$ cat src/rtl/multicycle_ctrl_pkg.sv
// Shared encodings for the multicycle controller: opcodes, FSM states, datapath select codes.
// Build option: MULTICYCLE_CTRL_JUMP_EN adds the JUMP state and makes opcode 2 legal.
package multicycle_ctrl_pkg;

  localparam logic [5:0] OP_RTYPE = 6'd0;
  localparam logic [5:0] OP_LW    = 6'd35;
  localparam logic [5:0] OP_SW    = 6'd43;
  localparam logic [5:0] OP_BEQ   = 6'd4;
  localparam logic [5:0] OP_J     = 6'd2;

  // FETCH must stay at zero so the reset state reads as an all-zero debug output.
  typedef enum logic [3:0] {
    FETCH    = 4'd0,
    DECODE   = 4'd1,
    MEM_ADDR = 4'd2,
    MEM_RD   = 4'd3,
    MEM_WB   = 4'd4,
    MEM_WR   = 4'd5,
    EXEC     = 4'd6,
    R_WB     = 4'd7,
    BRANCH   = 4'd8
`ifdef MULTICYCLE_CTRL_JUMP_EN
    ,
    JUMP     = 4'd9
`endif
  } state_t;

  localparam logic [1:0] ALU_ADD   = 2'd0;
  localparam logic [1:0] ALU_SUB   = 2'd1;
  localparam logic [1:0] ALU_FUNCT = 2'd2;

  localparam logic [1:0] SRCB_REG     = 2'd0;
  localparam logic [1:0] SRCB_FOUR    = 2'd1;
  localparam logic [1:0] SRCB_IMM     = 2'd2;
  localparam logic [1:0] SRCB_IMM_SH2 = 2'd3;

  localparam logic [1:0] PCSRC_ALU    = 2'd0;
  localparam logic [1:0] PCSRC_ALUOUT = 2'd1;
  localparam logic [1:0] PCSRC_JUMP   = 2'd2;

  function automatic logic op_legal(input logic [5:0] op);
    logic ok;
    ok = (op == OP_RTYPE) || (op == OP_LW) || (op == OP_SW) || (op == OP_BEQ);
`ifdef MULTICYCLE_CTRL_JUMP_EN
    ok = ok || (op == OP_J);
`endif
    return ok;
  endfunction

endpackage

$ cat src/rtl/multicycle_ctrl.sv
// Moore control FSM for a multicycle MIPS-style datapath; FETCH/MEM_RD/MEM_WR stall on mem_ready.
// Build option: MULTICYCLE_CTRL_JUMP_EN enables the JUMP path (opcode 2); otherwise opcode 2 is illegal.
module multicycle_ctrl
  import multicycle_ctrl_pkg::*;
(
  input  logic       clk,
  input  logic       rst,
  input  logic [5:0] opcode,
  input  logic       mem_ready,
  output logic       pc_write,
  output logic       pc_write_cond,
  output logic       i_or_d,
  output logic       ir_write,
  output logic       mem_read,
  output logic       mem_write,
  output logic       reg_dst,
  output logic       mem_to_reg,
  output logic       reg_write,
  output logic       alu_src_a,
  output logic [1:0] alu_src_b,
  output logic [1:0] alu_op,
  output logic [1:0] pc_source,
  output logic       illegal_op,
  output logic [3:0] state
);

  state_t state_q;
  state_t state_d;

  always_ff @(posedge clk or posedge rst) begin
    if (rst) begin
      state_q <= FETCH;
    end else begin
      state_q <= state_d;
    end
  end

  always_comb begin
    state_d = state_q;
    case (state_q)
      FETCH:    if (mem_ready) state_d = DECODE;
      DECODE: begin
        case (opcode)
          OP_RTYPE:     state_d = EXEC;
          OP_LW, OP_SW: state_d = MEM_ADDR;
          OP_BEQ:       state_d = BRANCH;
`ifdef MULTICYCLE_CTRL_JUMP_EN
          OP_J:         state_d = JUMP;
`endif
          default:      state_d = FETCH;
        endcase
      end
      // opcode is re-read here; anything other than a load/store just abandons the instruction
      MEM_ADDR: begin
        if (opcode == OP_LW)      state_d = MEM_RD;
        else if (opcode == OP_SW) state_d = MEM_WR;
        else                      state_d = FETCH;
      end
      MEM_RD:   if (mem_ready) state_d = MEM_WB;
      MEM_WB:   state_d = FETCH;
      MEM_WR:   if (mem_ready) state_d = FETCH;
      EXEC:     state_d = R_WB;
      R_WB:     state_d = FETCH;
      BRANCH:   state_d = FETCH;
`ifdef MULTICYCLE_CTRL_JUMP_EN
      JUMP:     state_d = FETCH;
`endif
      default:  state_d = FETCH;
    endcase
  end

  always_comb begin
    pc_write      = 1'b0;
    pc_write_cond = 1'b0;
    i_or_d        = 1'b0;
    ir_write      = 1'b0;
    mem_read      = 1'b0;
    mem_write     = 1'b0;
    reg_dst       = 1'b0;
    mem_to_reg    = 1'b0;
    reg_write     = 1'b0;
    alu_src_a     = 1'b0;
    alu_src_b     = SRCB_REG;
    alu_op        = ALU_ADD;
    pc_source     = PCSRC_ALU;
    illegal_op    = 1'b0;
    // outputs are held at zero for the whole reset window, not just after the first edge
    if (!rst) begin
      case (state_q)
        FETCH: begin
          mem_read  = 1'b1;
          alu_src_b = SRCB_FOUR;
          ir_write  = mem_ready;
          pc_write  = mem_ready;
        end
        DECODE: begin
          alu_src_b  = SRCB_IMM_SH2;
          illegal_op = !op_legal(opcode);
        end
        MEM_ADDR: begin
          alu_src_a = 1'b1;
          alu_src_b = SRCB_IMM;
        end
        MEM_RD: begin
          mem_read = 1'b1;
          i_or_d   = 1'b1;
        end
        MEM_WB: begin
          reg_write  = 1'b1;
          mem_to_reg = 1'b1;
        end
        MEM_WR: begin
          mem_write = 1'b1;
          i_or_d    = 1'b1;
        end
        EXEC: begin
          alu_src_a = 1'b1;
          alu_op    = ALU_FUNCT;
        end
        R_WB: begin
          reg_write = 1'b1;
          reg_dst   = 1'b1;
        end
        BRANCH: begin
          alu_src_a     = 1'b1;
          alu_op        = ALU_SUB;
          pc_write_cond = 1'b1;
          pc_source     = PCSRC_ALUOUT;
        end
`ifdef MULTICYCLE_CTRL_JUMP_EN
        JUMP: begin
          pc_write  = 1'b1;
          pc_source = PCSRC_JUMP;
        end
`endif
        default: ;
      endcase
    end
  end

  assign state = state_q;

endmodule

$ cat config.mk
export PLATFORM = sky130hd
export DESIGN_NAME = multicycle_ctrl
export DESIGN_NICKNAME = d
export VERILOG_FILES = /design/src/rtl/multicycle_ctrl_pkg.sv /design/src/rtl/multicycle_ctrl.sv
export SDC_FILE = /design/constraint.sdc
export NUM_CORES = 1
export LEC_CHECK = 0
export BUFFER_PORTS_ARGS = -buffer_cell sky130_fd_sc_hd__buf_2
export CAP_MARGIN = 20
export CELL_PAD_IN_SITES_DETAIL_PLACEMENT = 1
export CELL_PAD_IN_SITES_GLOBAL_PLACEMENT = 1
export CORE_UTILIZATION = 26
export DETAILED_ROUTE_END_ITERATION = 6
export PLACE_DENSITY = 0.73
export REMOVE_ABC_BUFFERS = 1
export SYNTH_ARGS = -nofsm -noshare
export SYNTH_HDL_FRONTEND = slang
export SYNTH_SLANG_ARGS = --single-unit
export TNS_END_PERCENT = 30
$ cat constraint.sdc
create_clock -name clk -period 4.4 [get_ports clk]
set_input_delay 0.88 -clock clk [delete_from_list [all_inputs] [get_ports clk]]
set_output_delay 0.88 -clock clk [all_outputs]
set_load 0.02 [all_outputs]
==> qor_table.md, run 1 <==
| Item | Reported | Unit |
|---|---|---|
| Most instantiated flip-flop cell in the synthesis netlist | dfrtp_1 | - |
| Drt first-iter violations | 7 | - |
| Horiz. Die Dim | 43.7 | um |
| Yosys warns | 0 | - |
| Resize count post-CTS | 0 | - |
| Highest-count cells in the layout ignoring fill and taps | 28 x buf_2, 7 x nor4_1, 5 x nor3_1, 4 x nand2_1, 4 x dfrtp_1 | - |
| Unrepaired setup endpoints after global routing | no | - |
| Cell mode on critical path | buf_2 | - |
| Max VDD drop | 0.0562 | mV |
| Antenna-violating nets left | 0 | - |
| Final #Nets | 96 | - |
| Overall via count from detail_route | 546 | - |
| Vias in the first global route | 450 | - |
| Total Power Consumption | 0.134 | mW |
| Worst min-delay path category | input port to async pin | - |
| Reg area | 100 | sq um |
| Setup-failing EPs final | 0 | - |
| Ant. Diodes | 0 | - |
| Effective utilization at floorplan | 29.1 | % |
| Clock edge transition at the registers on the reported setup and hold paths | 0.04 | ns |
| GR Layer Usage met2 | 23.9 | % |
| Clock latency at the later pin of the worst-skew pair | 0.24 | ns |
| Worst-case clock buffer depth | 2 | - |
| Flop and latch count out of synthesis | 4 | - |
| Max-cap viol count | 0 | - |
| Chip height | 43.7 | um |
| Crit-path max cell delay | 0.55 | ns |
| Worst Path Arrival | 1.85 | ns |
| Setup slack at placement | 1.66 | ns |
| DIE AREA | 0.00191 | sq mm |
| First-pass GRT wire length | 1960 | um |
| Clk sinks | 4 | - |
| Combined area of the multi-input logic cells | 294 | sq um |
| Failing checks | design-rule violations | - |
| Count of pins on the block boundary | 30 | - |
| Clock root buffer | clkbuf_4 | - |
| Deepest level of the CTS H-tree | 1 | - |
| Final worst hold slack | 0.588 | ns |
| Initial antenna violation count | 0 | - |
| GR Overflow Total | 0 | - |
| Critical path endpoint category | primary output | - |
| Proportion of synthesized flip-flops having asynchronous set or reset | 100 | % |
| First-pass iteration count of the detailed router | 6 | - |
| Maximum net fanout on the critical path | 4 | - |
| Setup skew after layout | 0.00241 | ns |
| Share of layout cells above drive strength 1 | 41.2 | % |
| Worst path top cell family by delay | simple AND/OR/NAND/NOR gates | - |
| Buffer and inverter count on the worst path | 2 | - |
| Number of enable-type register cells in the synthesized netlist | 0 | - |
| Status | finished, violations left | - |
| Min setup slack post-route | 1.67 | ns |
| Min Clock Period, post-route | 2.73 | ns |
| Global-route met1 utilization | 15.9 | % |
| Mean instance size in the synthesized netlist | 7.31 | sq um |
| Number of flip-flops in the largest register | 4 | - |
| Number of buffers added by the clock tree synthesis step | 3 | - |
| Distinct cells, synth | 31 | - |
| Via count normalized by instance count | 5.41 | - |
| Most common cell after layout, fill and taps aside | buf_2 | - |
| Maximum number of pins on one net before global-route repair | 17 | - |
| Start-to-end type of the worst setup path | input port to primary output | - |
| Final slew viol count | 0 | - |
| Final period utilization | 62.2 | % |
| Number of instances in the synthesized netlist | 62 | - |
| Count of filler cells inserted in the layout | 212 | - |
| Combined area of all synthesized cells | 453 | sq um |
| Placement Rows | 14 | - |
| Cell Pwr Density | 228 | mW/mm^2 |
| Met3 track demand over resource in global routing | 3.75 | % |
| Port Buf Inserts | 28 | - |
| Total negative setup slack | 0 | ns |
| Sum of routed wire length over all layers | 1290 | um |
| Sequential element share of the synthesized area | 22.1 | % |
| Count of buffers added by post-CTS timing repair for setup | 0 | - |
| TritonCTS clock tree | done | - |
| Global-route usage over all layers | 14.6 | % |
| CP Launch Type | input port | - |
| Worst EP required | 3.52 | ns |
| Global routing's busiest layer | met2 | - |
| Critical Path Slowest Stage Cell | or4_4 | - |
| Highest achievable clock rate | 366 | MHz |
| CP Cell Sequence | buf_2, or4_4, o21ai_0, a21oi_1, buf_2 | - |
| Routed WL per cell | 12.8 | um |
| Area Overhead vs Synth | 29.8 | % |
| Number of buffers added to fix hold violations after cts | 0 | - |
| Last weighted congestion value of the routability-driven placer | 0.737 | - |
| # DRC | 2 | - |
| Core ar. | 0.00156 | sq mm |
| HPWL after detailed placement | 1010 | um |
| Count of endpoints failing hold in the final timing report | 0 | - |
| LEAKAGE | 0.306 | nW |
-- cell usage after synthesis (all sizes together), types with 2 or more instances --
cell    number  area share [%]
dfrtp        4              22
a21oi        2             2.2
nor2         3             2.5
clkbuf       2             1.7
nor3b        2             3.3
inv          3             2.5
nor2b        2             2.8
o21ai        4             4.4
buf          6             8.8
nor3         5             5.5
nand2        4             3.3
nor4         7             9.7
a211oi       2             3.3
a211o        2             3.9
-- per-layer routing --
| metal | vias up | routed length (um) |
|---|---|---|
| li1 | 272 | - |
| met1 | 256 | 553 |
| met4 | 0 | 17 |
| met5 | - | 0 |
| met2 | 16 | 653 |
| met3 | 2 | 66 |
-- worst register-to-register path: stages (launching register included) --
cell and delay (ns):
dfrtp_1 0.59, inv_2 0.12, or3_1 0.38, a211o_1 0.30
o31ai_2 0.18
-- cell type report --
type,count,share of cell area (%)
multi-input cells,47,50.0
inverters,3,1.91
repair buffers,28,23.8
well taps,16,3.40
clock buffers,3,3.83
flip-flops and latches,4,17.0
-- cell families after synthesis --
group / share of synthesized area [%]
compound gates: 20.2
xor+xnor: 3.87
buf+inv: 13.0
flops: 22.1
other cells: 0.828
simple gates: 40.1
-- stage by stage --
stage | std cells | instance area [sq um] | util, %
detailed placement | 98 | 566 | 36.3
global route | 101 | 588 | 37.7
CTS | 101 | 588 | 37.7
finish | 101 | 588 | 37.7
floorplan | 54 | 405 | -
global placement | 98 | 566 | 36.3
-- power by group --
group	leakage, nW	internal [mW]	total, mW	switching [mW]
Combinational	0.238	0.0165	0.0440	0.0275
Sequential	0.0539	0.0386	0.0452	0.00652
Clock	0.0138	0.0305	0.0450	0.0146
-- final timing paths --
kind,to,depth (start not counted),startpoint,slack [ns]
setup / recovery,illegal_op,5,opcode[1],1.67
hold / removal,state[3],2,rst,0.59
setup reg to reg,state[1],4,state[0],2.74
hold reg to reg,state[2],1,state[3],0.71
max in group asynchronous,state[2],2,rst,3.64
min in group clk,state[2],1,state[3],0.71
No activity file was read; power rests on OpenSTA's default activity.
==> run 2, diff against run 1 <==
ABC_AREA = 1   (was default)
CORE_ASPECT_RATIO = 1.4   (was default)
CORE_UTILIZATION = 23   (was 26)
PLACE_DENSITY = 0.7   (was 0.73)
clock period = 2.24 ns   (was 4.4 ns; I/O delays follow)
==> run 2 against run 1 <==
- the flow now finishes without violations
- utilization down 5.1 points
- largest cell class unchanged
- die area rose by 20%
- critical path type is now flip-flop to primary output
- global-route usage rose by 0.37 points
- via count up 14%
- sequential cell count is the same
- highest routed layer is now met3
- final area rose by 9.4%
==> qor_table.md, run 2 <==
| Item | Reported | Unit |
|---|---|---|
| Worst EP required | 1.79 | ns |
| Maximum number of pins on one net before global-route repair | 8 | - |
| Effective utilization at floorplan | 24.5 | % |
| Maximum net fanout on the critical path | 7 | - |
| Clock latency at the later pin of the worst-skew pair | 0.23 | ns |
| Final period utilization | 84.8 | % |
| Combined area of all synthesized cells | 484 | sq um |
| First-pass iteration count of the detailed router | 4 | - |
| GR Overflow Total | 0 | - |
| Chip height | 56.3 | um |
| Relative contribution of combinational cells to total power | 58.4 | % |
| Worst min-delay path category | input port to async pin | - |
| Clk sinks | 4 | - |
| Reg area | 100 | sq um |
| Max VDD drop | 0.216 | mV |
| Vias in the first global route | 596 | - |
| Sum of routed wire length over all layers | 1490 | um |
| Flop and latch count out of synthesis | 4 | - |
| Proportion of synthesized flip-flops having asynchronous set or reset | 100 | % |
| Leading cell types by count after synthesis | 20 x nor2_1, 16 x nand2_1, 13 x inv_1 | - |
| TritonCTS clock tree | done | - |
| Setup-failing EPs final | 0 | - |
| Biggest area consumer among synthesized cells | dfrtp_1 | - |
| Yosys warns | 0 | - |
| Min Clock Period, post-route | 1.90 | ns |
| Worst-case clock buffer depth | 2 | - |
| Total internal power | 0.224 | mW |
| P_sw | 0.233 | mW |
| Clock network fraction of design power | 18.5 | % |
| Number of enable-type register cells in the synthesized netlist | 0 | - |
| Routed WL per cell | 11.1 | um |
| Highest achievable clock rate | 526 | MHz |
| # DRC | 0 | - |
| HPWL after detailed placement | 1310 | um |
| Number of buffers added to fix hold violations after cts | 0 | - |
| Count of buffers added by post-CTS timing repair for setup | 0 | - |
| Initial antenna violation count | 0 | - |
| Share of layout cells above drive strength 1 | 36.0 | % |
| Launch point of the worst path | state[1] | - |
| Setup skew after layout | 0.00117 | ns |
| Highest-count cells in the layout ignoring fill and taps | 28 x buf_2, 20 x nor2_1, 16 x nand2_1, 13 x inv_1, 10 x nand3_1 | - |
| Count of pins on the block boundary | 30 | - |
| Switching fraction of total power | 51.0 | % |
| Sequential element share of the synthesized area | 20.7 | % |
| Antenna-violating nets left | 0 | - |
| Worst Path Arrival | 1.45 | ns |
| Most instantiated library cell after synthesis | nor2_1 | - |
| Placement Rows | 19 | - |
| Horiz. Die Dim | 40.8 | um |
| Global-route usage over all layers | 14.9 | % |
| Clock root buffer | clkbuf_4 | - |
| LEAKAGE | 0.406 | nW |
| Final slew viol count | 0 | - |
| Deepest level of the CTS H-tree | 1 | - |
| Number of flip-flops in the largest register | 4 | - |
| DIE AREA | 0.00230 | sq mm |
| Proportion of netlist area held by the largest area contributor | 20.7 | % |
| Combined area of the multi-input logic cells | 298 | sq um |
| Critical path endpoint category | primary output | - |
| Max-cap viol count | 0 | - |
| End-of-flow core utilization | 32.6 | % |
| Most common cell after layout, fill and taps aside | buf_2 | - |
| Count of filler cells inserted in the layout | 290 | - |
| Drt first-iter violations | 5 | - |
| Number of buffers added by the clock tree synthesis step | 3 | - |
| Final #Nets | 125 | - |
| Cell types occupying the most area after synthesis | dfrtp_1 21%, nor2_1 16%, nand2_1 12% | - |
| Mean instance size in the synthesized netlist | 5.57 | sq um |
| Area Overhead vs Synth | 32.8 | % |
| Status | finished clean | - |
| Count of endpoints failing hold in the final timing report | 0 | - |
| Resize count post-CTS | 0 | - |
| Clock edge transition at the registers on the reported setup and hold paths | 0.04 | ns |
| Unrepaired setup endpoints after global routing | no | - |
| Cell Pwr Density | 711 | mW/mm^2 |
| Port Buf Inserts | 28 | - |
| Distinct cells, synth | 16 | - |
| Ant. Diodes | 0 | - |
| Most instantiated flip-flop cell in the synthesis netlist | dfrtp_1 | - |
| Total negative setup slack | 0 | ns |
| Start-to-end type of the worst setup path | flip-flop to primary output | - |
| Sequential fraction of design power | 23.1 | % |
| Number of instances in the synthesized netlist | 87 | - |
| Core ar. | 0.00197 | sq mm |
| Reg-to-Reg Start | state[1] | - |
| Via count normalized by instance count | 4.61 | - |
| Overall via count from detail_route | 622 | - |
| CP Launch Type | flip-flop | - |
| First-pass GRT wire length | 2380 | um |
| Last weighted congestion value of the routability-driven placer | 0.776 | - |
[run 2: changes by cell type after synthesis, moves of 3 or more]
cell,change
inv_1,+11
nand2_1,+12
nand2_2,+5
nand3_1,+9
nor2_1,+17
nor3_1,-3
nor4_1,-7
o21ai_0,-3
[run 2: layout make-up]
type	instances	share of cell area [%]
well taps	21	4.09
clock buffers	3	3.50
repair buffers	28	21.8
inverters	15	8.75
multi-input cells	64	46.3
flip-flops and latches	4	15.6
[run 2: kinds of logic (layout without fill, tap and decap cells)]
kind of cell | count (synthesis) | count (layout) | share of synthesized area (%)
simple gates | 59 | 59 | 56.6
buf+inv | 19 | 46 | 17.8
compound gates | 4 | 4 | 4.13
flops | 4 | 4 | 20.7
other cells | 1 | 1 | 0.774
[run 2: path summary, 6_finish.rpt]
| path | endpoint | slack (ns) | cells after the start |
|---|---|---|---|
| worst max-delay path | illegal_op | 0.34 | 6 |
| worst min-delay path | state[2] | 0.17 | 2 |
| worst max register to register | state[2] | 1.02 | 7 |
| worst min register to register | state[3] | 0.69 | 3 |
| max in group asynchronous | state[3] | 1.89 | 2 |
| min in group clk | state[3] | 0.54 | 4 |
[run 2: power by group through the flow]
stage                     registers [mW]  logic [mW]  clock network [mW]
final                              0.105       0.267              0.0848
after detailed placement           0.107       0.270                   0
after floorplan                    0.116       0.173                   0
after global routing               0.109       0.301              0.0929
after CTS                          0.106       0.272              0.0893
after global placement             0.107       0.265                   0
[run 2: routing by layer]
| metal | vias up | share of wire (%) | GRT usage [%] |
|---|---|---|---|
| met1 | 278 | 38 | 13.6 |
| met4 | 0 | 0 | 5.71 |
| met3 | 0 | 5.1 | 2.37 |
| met5 | - | 0 | 0 |
| li1 | 318 | - | - |
| met2 | 26 | 57 | 28.6 |
[run 2: metrics by stage]
step,std cells,setup WS (ns),hold WS (ns),area (sq um),total power [mW]
after CTS,135,0.326,0.162,643,0.467
after detailed placement,132,0.496,0.406,621,0.377
after global routing,135,0.227,0.189,643,0.503
after global placement,132,0.519,0.402,621,0.372
final,135,0.340,0.166,643,0.457
after floorplan,83,0.105,0.239,454,0.288
[run 2: worst max-delay path: stages (launching register included)]
cell and delay [ns]:
dfrtp_1 0.44, inv_1 0.10, nand2_2 0.11, nor2_1 0.22, nand3_1 0.10, nor2_1 0.08, buf_2 0.17
==> run 3, diff against run 2 <==
ABC_AREA = 0   (was 1)
CORE_ASPECT_RATIO = default   (was 1.4)
CORE_UTILIZATION = 26   (was 23)
PLACE_DENSITY = 0.73   (was 0.7)
clock period = 1.8 ns   (was 2.24 ns; I/O delays follow)
==> run 3 against run 2 <==
- the flow now finishes with violations (design-rule violations)
- critical endpoint is now ir_write
- setup slack lost 0.33 ns
- routed wire length grew 7.8%
- sequential cell count is the same
- final area grew 17%
==> qor_table.md, run 3 (same netlist as run 1, synthesis figures left out) <==
| Item | Reported | Unit |
|---|---|---|
| First-pass GRT wire length | 2340 | um |
| Count of pins on the block boundary | 30 | - |
| Number of buffers added to fix hold violations after cts | 0 | - |
| Path depth of the worst reg2reg path | 5 | - |
| Cell Pwr Density | 496 | mW/mm^2 |
| Maximum number of pins on one net before global-route repair | 16 | - |
| # DRC | 2 | - |
| Status | finished, violations left | - |
| CP Cell Sequence | nor4_2, buf_4, and3_4, buf_6 | - |
| Worst min-delay path category | input port to async pin | - |
| Setup-failing EPs final | 0 | - |
| Vias in the first global route | 523 | - |
| Internal reg-to-reg setup slack | 0.36 | ns |
| Via count normalized by instance count | 5.35 | - |
| Critical path endpoint category | primary output | - |
| Launch point of the worst path | state[1] | - |
| Clock edge transition at the registers on the reported setup and hold paths | 0.04 | ns |
| Highest-count cells in the layout ignoring fill and taps | 24 x buf_2, 12 x buf_4, 5 x nor4_1, 5 x nor3_1, 4 x buf_6 | - |
| Overall via count from detail_route | 604 | - |
| Min Clock Period, post-route | 1.79 | ns |
| Initial antenna violation count | 0 | - |
| Final #Nets | 108 | - |
| Fin cells | 113 | - |
| Most common cell after layout, fill and taps aside | buf_2 | - |
| Worst reg2reg path endpoint | state[1] | - |
| Crit-path max cell delay | 0.44 | ns |
| Setup skew after layout | 0.00104 | ns |
| Clk sinks | 4 | - |
| Number of buffers added by the clock tree synthesis step | 3 | - |
| Sum of routed wire length over all layers | 1610 | um |
| Reg area | 104 | sq um |
| First-pass iteration count of the detailed router | 5 | - |
| Worst Path Arrival | 1.43 | ns |
| TritonCTS clock tree | done | - |
| Core ar. | 0.00156 | sq mm |
| Clock root buffer | clkbuf_4 | - |
| Worst-case clock buffer depth | 2 | - |
| Clock latency at the later pin of the worst-skew pair | 0.23 | ns |
| Final slew viol count | 0 | - |
| Ant. Diodes | 0 | - |
| Port Buf Inserts | 28 | - |
| Horiz. Die Dim | 43.7 | um |
| CP Launch Type | flip-flop | - |
| Count of endpoints failing hold in the final timing report | 0 | - |
| GR Overflow Total | 0 | - |
| DIE AREA | 0.00191 | sq mm |
| Share of layout cells above drive strength 1 | 60.8 | % |
| LEAKAGE | 0.370 | nW |
| Unrepaired setup endpoints after global routing | yes | - |
| Inst Count DP | 107 | - |
| HPWL after detailed placement | 1110 | um |
| Area Overhead vs Synth | 66.6 | % |
| Global-route usage over all layers | 17.1 | % |
| Last weighted congestion value of the routability-driven placer | 0.782 | - |
| Buffer and inverter count on the worst path | 2 | - |
| Antenna-violating nets left | 0 | - |
| P_sw | 0.134 | mW |
| Failing checks | design-rule violations | - |
| Combined area of the multi-input logic cells | 342 | sq um |
| Drt first-iter violations | 5 | - |
| Effective utilization at floorplan | 29.1 | % |
| Final worst hold slack | 0.182 | ns |
| Chip height | 43.7 | um |
| Number of flip-flops in the largest register | 4 | - |
| Max VDD drop | 0.154 | mV |
| Max-cap viol count | 0 | - |
| Highest achievable clock rate | 560 | MHz |
| Total internal power | 0.240 | mW |
| Placement Rows | 14 | - |
| Routed WL per cell | 14.2 | um |
| Count of filler cells inserted in the layout | 213 | - |
| Critical Path Slowest Stage Cell | dfrtp_2 | - |
| Clock network fraction of design power | 30.0 | % |
| Start-to-end type of the worst setup path | flip-flop to primary output | - |
| Maximum net fanout on the critical path | 6 | - |
| Deepest level of the CTS H-tree | 1 | - |
| Switching fraction of total power | 35.8 | % |
| Relative contribution of combinational cells to total power | 42.8 | % |
| Worst path top cell family by delay | simple AND/OR/NAND/NOR gates | - |
| Final period utilization | 99.3 | % |
| Worst EP required | 1.44 | ns |
| Reg-to-Reg Start | state[0] | - |
| Sequential fraction of design power | 27.2 | % |
run 3: cell types whose count changed in the layout (fill, tap and decap cells not counted), sizes merged, moves of 3 or more:
cell / change
nand3: -10
nor3: +3
o21ai: +4
nand2: -17
buf: +12
nor4: +7
nor2: -19
inv: -12
run 3: per-layer routing:
layer | vias to the layer above | track usage, % | wire (um)
li1 | 300 | - | -
met1 | 288 | 18.9 | 722
met2 | 14 | 29.3 | 813
met3 | 2 | 5.00 | 68
met4 | 0 | 9.38 | 4
met5 | - | 0 | 0
run 3: power groups by stage:
stage / clock network (mW) / registers (mW) / logic [mW]
6_report: 0.112 / 0.102 / 0.160
5_1_grt: 0.125 / 0.103 / 0.173
4_1_cts: 0.116 / 0.103 / 0.139
3_5_place_dp: 0 / 0.102 / 0.134
3_3_place_gp: 0 / 0.103 / 0.132
2_1_floorplan: 0 / 0.113 / 0.0631
run 3: worst register-to-register path: stages, from the launching register on:
cell	delay [ns]
dfrtp_2	0.43
buf_4	0.16
buf_4	0.15
or2_2	0.28
o211ai_1	0.21
o31ai_2	0.09
run 3: area by class of cell:
class,instances,share of cell area [%]
clock buffers,3,2.99
inverters,3,1.49
flip-flops and latches,4,13.8
well taps,16,2.65
multi-input cells,47,45.3
repair buffers,40,33.8
run 3: repair_timing:
item | CTS | global route
gates resized for setup | 8 | 13
setup endpoints to repair | 8 | 12
pin swaps | 0 | 2
buffers inserted | 0 | 3
run 3: worst max path at each step:
stage | end | slack (ns) | depth (start not counted)
6_report | ir_write | 0.01 | 4
5_1_grt | ir_write | -0.04 | 4
4_1_cts | illegal_op | -0.02 | 5
3_5_place_dp | illegal_op | 0.11 | 5
3_3_place_gp | illegal_op | 0.12 | 5
2_1_floorplan | alu_op[0] | -1.06 | 2
run 3: stage by stage:
stage	worst slack, ns	TNS [ns]	area [sq um]	total power, mW	util, %
2_1_floorplan	-1.06	-4.88	405	0.176	-
3_3_place_gp	0.116	0	633	0.235	40.6
3_5_place_dp	0.105	0	633	0.237	40.6
4_1_cts	-0.0172	-0.0397	687	0.358	44.1
5_1_grt	-0.0382	-0.216	754	0.401	48.4
6_report	0.0129	0	754	0.374	48.4
